--- src/rtl/nibble_piso_pkg.sv ---
// nibble_piso_pkg: shared nibble width and FSM state encoding for nibble_piso.
package nibble_piso_pkg;
  localparam int NIBBLE_W = 4;
  typedef enum logic {IDLE, SHIFT} state_t;
endpackage

--- src/rtl/nibble_piso.sv ---
// nibble_piso: parallel-in serial-out nibble shifter with valid/ready on both sides.
// Define NIBBLE_PISO_MSB_FIRST_EN to emit the most-significant nibble first.
module nibble_piso
  import nibble_piso_pkg::*;
#(
  parameter int NIBBLES = 4
) (
  input  logic                        clk,
  input  logic                        rst_n,
  input  logic                        in_valid,
  output logic                        in_ready,
  input  logic [NIBBLE_W*NIBBLES-1:0] in_data,
  output logic                        out_valid,
  input  logic                        out_ready,
  output logic [NIBBLE_W-1:0]         out_data,
  output logic                        out_last,
  output logic                        busy
);
  localparam int W  = NIBBLE_W * NIBBLES;
  localparam int CW = $clog2(NIBBLES);

  state_t         r_state;
  logic [W-1:0]   r_shift;
  logic [CW-1:0]  r_cnt;
  logic           r_last;
  logic [W-1:0]   w_next;
  logic           w_out_hs;
  logic           w_load;

  assign out_valid = r_state == SHIFT;
  assign busy      = r_state == SHIFT;
  assign out_last  = r_last;
  assign w_out_hs  = out_valid & out_ready;
  // Accepting the final nibble frees the register, so a new word can load in the same cycle.
  assign in_ready  = (r_state == IDLE) | (w_out_hs & r_last);
  assign w_load    = in_valid & in_ready;

`ifdef NIBBLE_PISO_MSB_FIRST_EN
  assign out_data = r_shift[W-1 -: NIBBLE_W];
  assign w_next   = r_shift << NIBBLE_W;
`else
  assign out_data = r_shift[NIBBLE_W-1:0];
  assign w_next   = r_shift >> NIBBLE_W;
`endif

  always_ff @(posedge clk or negedge rst_n) begin
    if (!rst_n) begin
      r_state <= IDLE;
      r_shift <= '0;
      r_cnt   <= '0;
      r_last  <= 1'b0;
    end else if (w_load) begin
      r_state <= SHIFT;
      r_shift <= in_data;
      r_cnt   <= CW'(NIBBLES - 1);
      r_last  <= 1'b0;
    end else if (w_out_hs) begin
      r_state <= (r_cnt == '0) ? IDLE : SHIFT;
      r_shift <= w_next;
      r_cnt   <= (r_cnt == '0) ? '0 : r_cnt - CW'(1);
      r_last  <= r_cnt == CW'(1);
    end
  end
endmodule
--- config.mk ---
export PLATFORM = sky130hd
export DESIGN_NAME = nibble_piso
export DESIGN_NICKNAME = d
export VERILOG_FILES = /design/src/rtl/nibble_piso_pkg.sv /design/src/rtl/nibble_piso.sv
export SDC_FILE = /design/constraint.sdc
export NUM_CORES = 1
export LEC_CHECK = 0
export CAP_MARGIN = 40
export CELL_PAD_IN_SITES_DETAIL_PLACEMENT = 1
export CELL_PAD_IN_SITES_GLOBAL_PLACEMENT = 1
export CORE_MARGIN = 2
export CORE_UTILIZATION = 51
export CTS_CLUSTER_DIAMETER = 200
export DETAILED_ROUTE_END_ITERATION = 16
export DONT_BUFFER_PORTS = 1
export HOLD_SLACK_MARGIN = 0.1
export PLACE_DENSITY = 0.9
export SLEW_MARGIN = 20
export SYNTH_ARGS = -nofsm -noshare
export SYNTH_HDL_FRONTEND = slang
export SYNTH_SLANG_ARGS = --single-unit
--- constraint.sdc ---
create_clock -name clk -period 2.9 [get_ports clk]
set_input_delay 0.58 -clock clk [delete_from_list [all_inputs] [get_ports clk]]
set_output_delay 0.58 -clock clk [all_outputs]
set_load 0.05 [all_outputs]
; ---- After elaboration in Yosys (flattened, before gate mapping)
; Index checks and enable logic that the tools add are counted.
[classes]
addsub = 1
eq_ne = 1
muxes = 10
bitwise_logic = 5
reduce_logical = 2
[ops]
columns = cell, count
row1 = $mux 16, 2
row2 = $mux 2, 3
row3 = $mux 1, 5
row4 = $and 1x1->1, 3
row5 = $eq 2x1->1 const B, 1
row6 = $logic_not 2->1, 1
row7 = $reduce_bool 2->1, 1
row8 = $sub 2x1->2 const B, 1
row9 = $not 1->1, 1
row10 = $or 1x1->1, 1
[word_totals]
register_bits = 20
inputBits = 20
out_inout_bits = 8
elab_cells = 23

; ---- Longest topological paths before layout
[logic_depth]
ltp_word = 5
ltp_mapped = 4
mapped_depth_nobuf = 3

; ---- Worst setup path before layout
; No wires, ideal clock.
[synth_path]
path_type = register -> register
startpoint = register r_state, in the netlist busy
endpoint = register r_shift[0]
setup_ps = 125
arrival_ps = 1730
required_time_ps = 2775
setup_slack_ps = 1046
stages_incl_launch_ff = 5
path_buffers = 1
synth_period_minus_slack_ps = 1854
cell_sequence = dfrtp_1 > a21bo_2 > nand2_1 > buf_4 > mux2_2
[synth_between]
elab_chain_cells = 5
word_cells_on_any_way = 7
classes_between = mux (1) / bitwise (5) / reduce/logical (1)
[synth_rtl]
columns = element, line
row1 = start: declaration, nibble_piso.sv:22  ; state_t r_state;
row2 = start signal: assignment, nibble_piso.sv:58  ; r_state <= (r_cnt == '0) ? IDLE : SHIFT;
row3 = $and 1x1->1, nibble_piso.sv:33  ; assign w_out_hs = out_valid & out_ready;
row4 = $and 1x1->1, nibble_piso.sv:35  ; assign in_ready = (r_state == IDLE) | (w_out_hs & r_last);
row5 = $or 1x1->1 (*), nibble_piso.sv:35
row6 = named net in_ready, nibble_piso.sv:11  ; output logic in_ready,
row7 = $and 1x1->1 (*), nibble_piso.sv:36  ; assign w_load = in_valid & in_ready;
row8 = $mux 16 / $reduce_bool 2->1 (equally long branches), n/a
row9 = end signal: assignment, nibble_piso.sv:54  ; r_shift <= in_data;
row10 = end signal: assignment, nibble_piso.sv:59  ; r_shift <= w_next;
row11 = end: declaration, nibble_piso.sv:23  ; logic [W-1:0] r_shift;
; The timed path passes the listed nets; every way through them passes the cells marked *.
; A chain may end at the register's enable or synchronous reset.

; ---- Final worst setup path
[layout_path]
startpoint = register r_last, in the netlist out_last
endpoint = register r_shift[15]
[layout_between]
elab_chain_cells = 4
word_cells_on_any_way = 5
classes_between = mux (1) / bitwise (3) / reduce/logical (1)
[layout_rtl]
columns = element, line
row1 = start: declaration, nibble_piso.sv:25  ; logic r_last;
row2 = start signal: assignment, nibble_piso.sv:51  ; r_last <= 1'b0;
row3 = start signal: assignment, nibble_piso.sv:56  ; r_last <= 1'b0;
row4 = start signal: assignment, nibble_piso.sv:61  ; r_last <= r_cnt == CW'(1);
row5 = $and 1x1->1 (*), nibble_piso.sv:35
row6 = $or 1x1->1 (*), nibble_piso.sv:35
row7 = named net in_ready, nibble_piso.sv:11
row8 = $and 1x1->1 (*), nibble_piso.sv:36
row9 = $mux 16 / $reduce_bool 2->1 (equally long branches), n/a
; Marked as above.

==> run summary <==
The flow ran to the end, and the final reports show no timing, DRC or antenna violations. After floorplanning, the core was divided into 16 placement rows. In this run the power spent charging and discharging nets is 0.0005149 W. The cell type group with the largest total delay on the critical path was flip-flops. The run gives 0.75 ns as the setup slack of the most critical reg-to-reg path.

The leakage component of the power is 0.5190 nW, and the clock network fraction of total power is 0.102. Maximum root-to-sink buffer count: 2. Setup violations remaining at the end of the flow were counted as 0. Setup repair after global routing left no endpoint under its margin.

For the final number of hold-violating endpoints, the log shows 0. The die covers 0.002360 mm^2. The run gives 0 as the total congestion overflow. The maximum cell stage delay along the critical path works out to 0.67 ns.

The run gives 0 as the initial antenna violation count. The filler cells instantiated in the layout total 216. The logs give 0.0007276 W for the internal power component and 15 for the number of distinct library cells after synthesis.

The multi-input combinational cells in the finished layout cover a total of 430.4 um^2. The synthesis-to-layout area growth is 3.210%, and the final weighted congestion in routability-driven placement is 0.6858. The effective utilization at floorplan was 0.5273.

The critical path class is reg2reg. Final clock period utilization by the worst path: 0.7417. Dividing the detail-routed wire length by the instance count gives 15.86 um. Gates resized during post-CTS repair numbered 0. The sum of buffers and inverters on the critical path was 1; the number of buffers added by the clock tree synthesis step was 3. The run gives 0.1526 as the all-layer global routing usage.

The signal on the critical path passes through a21bo_2 -> nand2_1 -> buf_4 -> mux2i_1. In this run the vertical extent of the chip is 48.58 um. Summing all flip-flop and latch instances after layout gives 500.5 um^2. The tree is rooted in a clkbuf_4. Met1 usage in global routing: 0.1866. The cell area power density is 1188 mW/mm^2. Violation count after the first detailed-route iteration: 1. The logs give 0.2361 for the met2 track utilization from global routing and 0.001242 W for the power consumption. The arrival time at the worst endpoint came out at 2.34 ns.

STA classifies the critical path endpoint as a register. The tool flagged a number of max-cap violations equal to 0. The via count of the first global-routing pass came out at 602. Once detailed placement completed, the half-perimeter wirelength came to 1.192 mm. The sequential cell fraction of total power came out at 0.495. The mux cell area share after synthesis works out to 0.3284. Pin slew with the least headroom to its limit: 0.7176 ns.

At the worst endpoint, the required time is 3.09 ns. The number of nets in the synthesized netlist is 98. The floorplan step defined a core boundary enclosing 0.001922 mm^2.

The tools report the fraction of met3 tracks used by global routing as 0.06173. The maximum level of the CTS H-tree was 1. The summed instance area of the synthesized netlist is 0.001013 mm^2. The first global-routing pass estimated 2.725 mm of wire. Of all nets on the critical path, the largest fanout is 17. The area fraction in and, or, nand and nor cells after synthesis came out at 0.06667.

met2 is the most crowded layer. Adder-cell share of the synthesized area: 0. In this run the worst hold path is classified as in2reg. Count of buffers from port buffering: 0. The run gives 104 as the non-filler instance count after layout. The switching share of total power is 0.4144. Synthesis inferred 20 register bits. Combinational family with the most area after synthesis: multiplexers. The post-layout net count came out at 99.

TritonCTS built the clock tree. The run gives 0 as the number of diodes. The die is 48.58 um wide.

The routed layout has 565 vias. After synthesis, the mean cell area works out to 12.99 um^2. For the final routed database, the setup TNS stands at 0 ns.

The run gives 0.30 ns as the source-to-sink clock delay at the later pin of the worst-skew pair. Maximum achievable frequency: 0.4649 GHz. The logs give 0.4938 for the post-synthesis sequential area ratio and 0 for the post-detailed-route count of antenna-violating nets. Share of power burned in combinational logic: 0.403. The logs give 0.5204 for the relative slew slack and 0 for the synthesis warning total. The number of sinks on the clock net came out at 20.

The minimum clock period after layout is 2.151 ns, and the maximum resistive drop on vdd is 513.8 uV. Between clock sinks in the finished design, the worst skew comes to 0.002747 ns. The detailed-routing iteration count for the pre-antenna-repair pass is 2, and the I/O pin total is 28. The wire length reported by the detailed router was 1.649 mm. The critical path launch point type was a register. For this run, design rule violations remaining after detail routing come to 0.

The routed via count divided by cell count works out to 5.433. The post-synthesis share of cell area spent on xor and xnor gates is 0, and the cell count after synthesis is 78. The final max-slew violation count is 0, and the share of the synthesized area in compound gates (AO/OA/AOI/OAI) is 0.02963.

The fraction of final layout cells sized beyond drive strength 1 was 0.4156. Including well taps, the total number of placed cells is 99. Entering global routing, the biggest net connects 21 pins. Cell with the largest stage delay on the worst path: dfrtp_1. The clock-pin slew of the registers on the worst-case setup and hold paths works out to 0.10 ns.
-- cells in the mapped netlist --
master | number | share of area
a21bo_2 | 1 | 0.0099
a21boi_0 | 1 | 0.0074
buf_4 | 7 | 0.052
buf_6 | 1 | 0.011
dfrtp_1 | 20 | 0.49
inv_1 | 5 | 0.019
mux2_2 | 18 | 0.20
mux2_4 | 6 | 0.089
mux2i_1 | 4 | 0.040
nand2_1 | 9 | 0.033
nand2_4 | 1 | 0.011
nand3_1 | 1 | 0.0049
nand4b_1 | 2 | 0.017
o21ai_0 | 1 | 0.0049
o31ai_1 | 1 | 0.0074
-- flip-flops by register name, indices dropped and copies added, names as in the netlist --
register / count
r_cnt: 2
r_shift: 16
busy: 1
out_last: 1
-- stage by stage --
stage / hold WS [ns] / area [um^2] / util / worst slack [ns]
after floorplan: 0.2844 / 1013 / - / 1.046
after global placement: 0.2848 / 998.5 / 0.5195 / 0.8126
after detailed placement: 0.2847 / 998.5 / 0.5195 / 0.7586
after CTS: 0.3908 / 1031 / 0.5365 / 0.7530
after global routing: 0.3780 / 1046 / 0.5443 / 0.6762
final: 0.3955 / 1046 / 0.5443 / 0.7490
-- area by class of cell --
cell class	count	area share
Clock buffer	3	0.02153
Inverter	5	0.01794
Multi-Input combinational cell	45	0.4115
Sequential cell	20	0.4785
Tap cell	27	0.03230
Timing Repair Buffer	4	0.03828
-- cell usage in the layout, fill, tap and decap left out --
cell and n:
nand3_1 1, a21bo_2 1, clkbuf_4 3, buf_4 2, inv_1 5, nand4b_1 2
buf_8 1, a21boi_0 1, o31ai_1 1, dlygate4sd3_1 1, mux2i_1 4, dfrtp_1 20
nand2_4 1, mux2_4 6, mux2_2 18, o21ai_0 1, nand2_1 9
-- path summary, 6_finish.rpt --
check	startpoint	cells past startpoint	end
max	out_last	4	r_shift[15]
min	in_data[13]	2	r_shift[13]
max reg2reg	out_last	4	r_shift[15]
min reg2reg	r_shift[14]	2	r_shift[14]
max in group asynchronous	rst_n	2	r_shift[14]
min in group asynchronous	rst_n	1	r_shift[8]
-- power by group through the flow --
stage | combinational, W | clock [W] | sequential, W
5_1_grt | 0.000539 | 0.000152 | 0.000631
3_3_place_gp | 0.000474 | 0 | 0.000611
4_1_cts | 0.000505 | 0.000134 | 0.000616
2_1_floorplan | 0.000574 | 0 | 0.000524
3_5_place_dp | 0.000497 | 0 | 0.000624
6_report | 0.000501 | 0.000126 | 0.000615
-- routing by layer --
metal	up-vias	part of all wire
li1	258	-
met1	285	0.46
met2	20	0.45
met3	2	0.073
met4	0	0.016
met5	-	0
-- logic make-up (layout without fill, tap and decap cells) --
logic type | after synthesis | count (layout)
AND/OR/NAND/NOR | 13 | 13
flip-flops | 20 | 20
AO/OA/AOI/OAI | 4 | 4
buffers and inverters | 13 | 12
multiplexers | 28 | 28
-- what timing repair did --
item	4_1_cts	5_1_grt
hold buffers	1	0
hold endpoints to repair	20	0
setup buffers	0	0
Power figures use the tool's default switching activity.
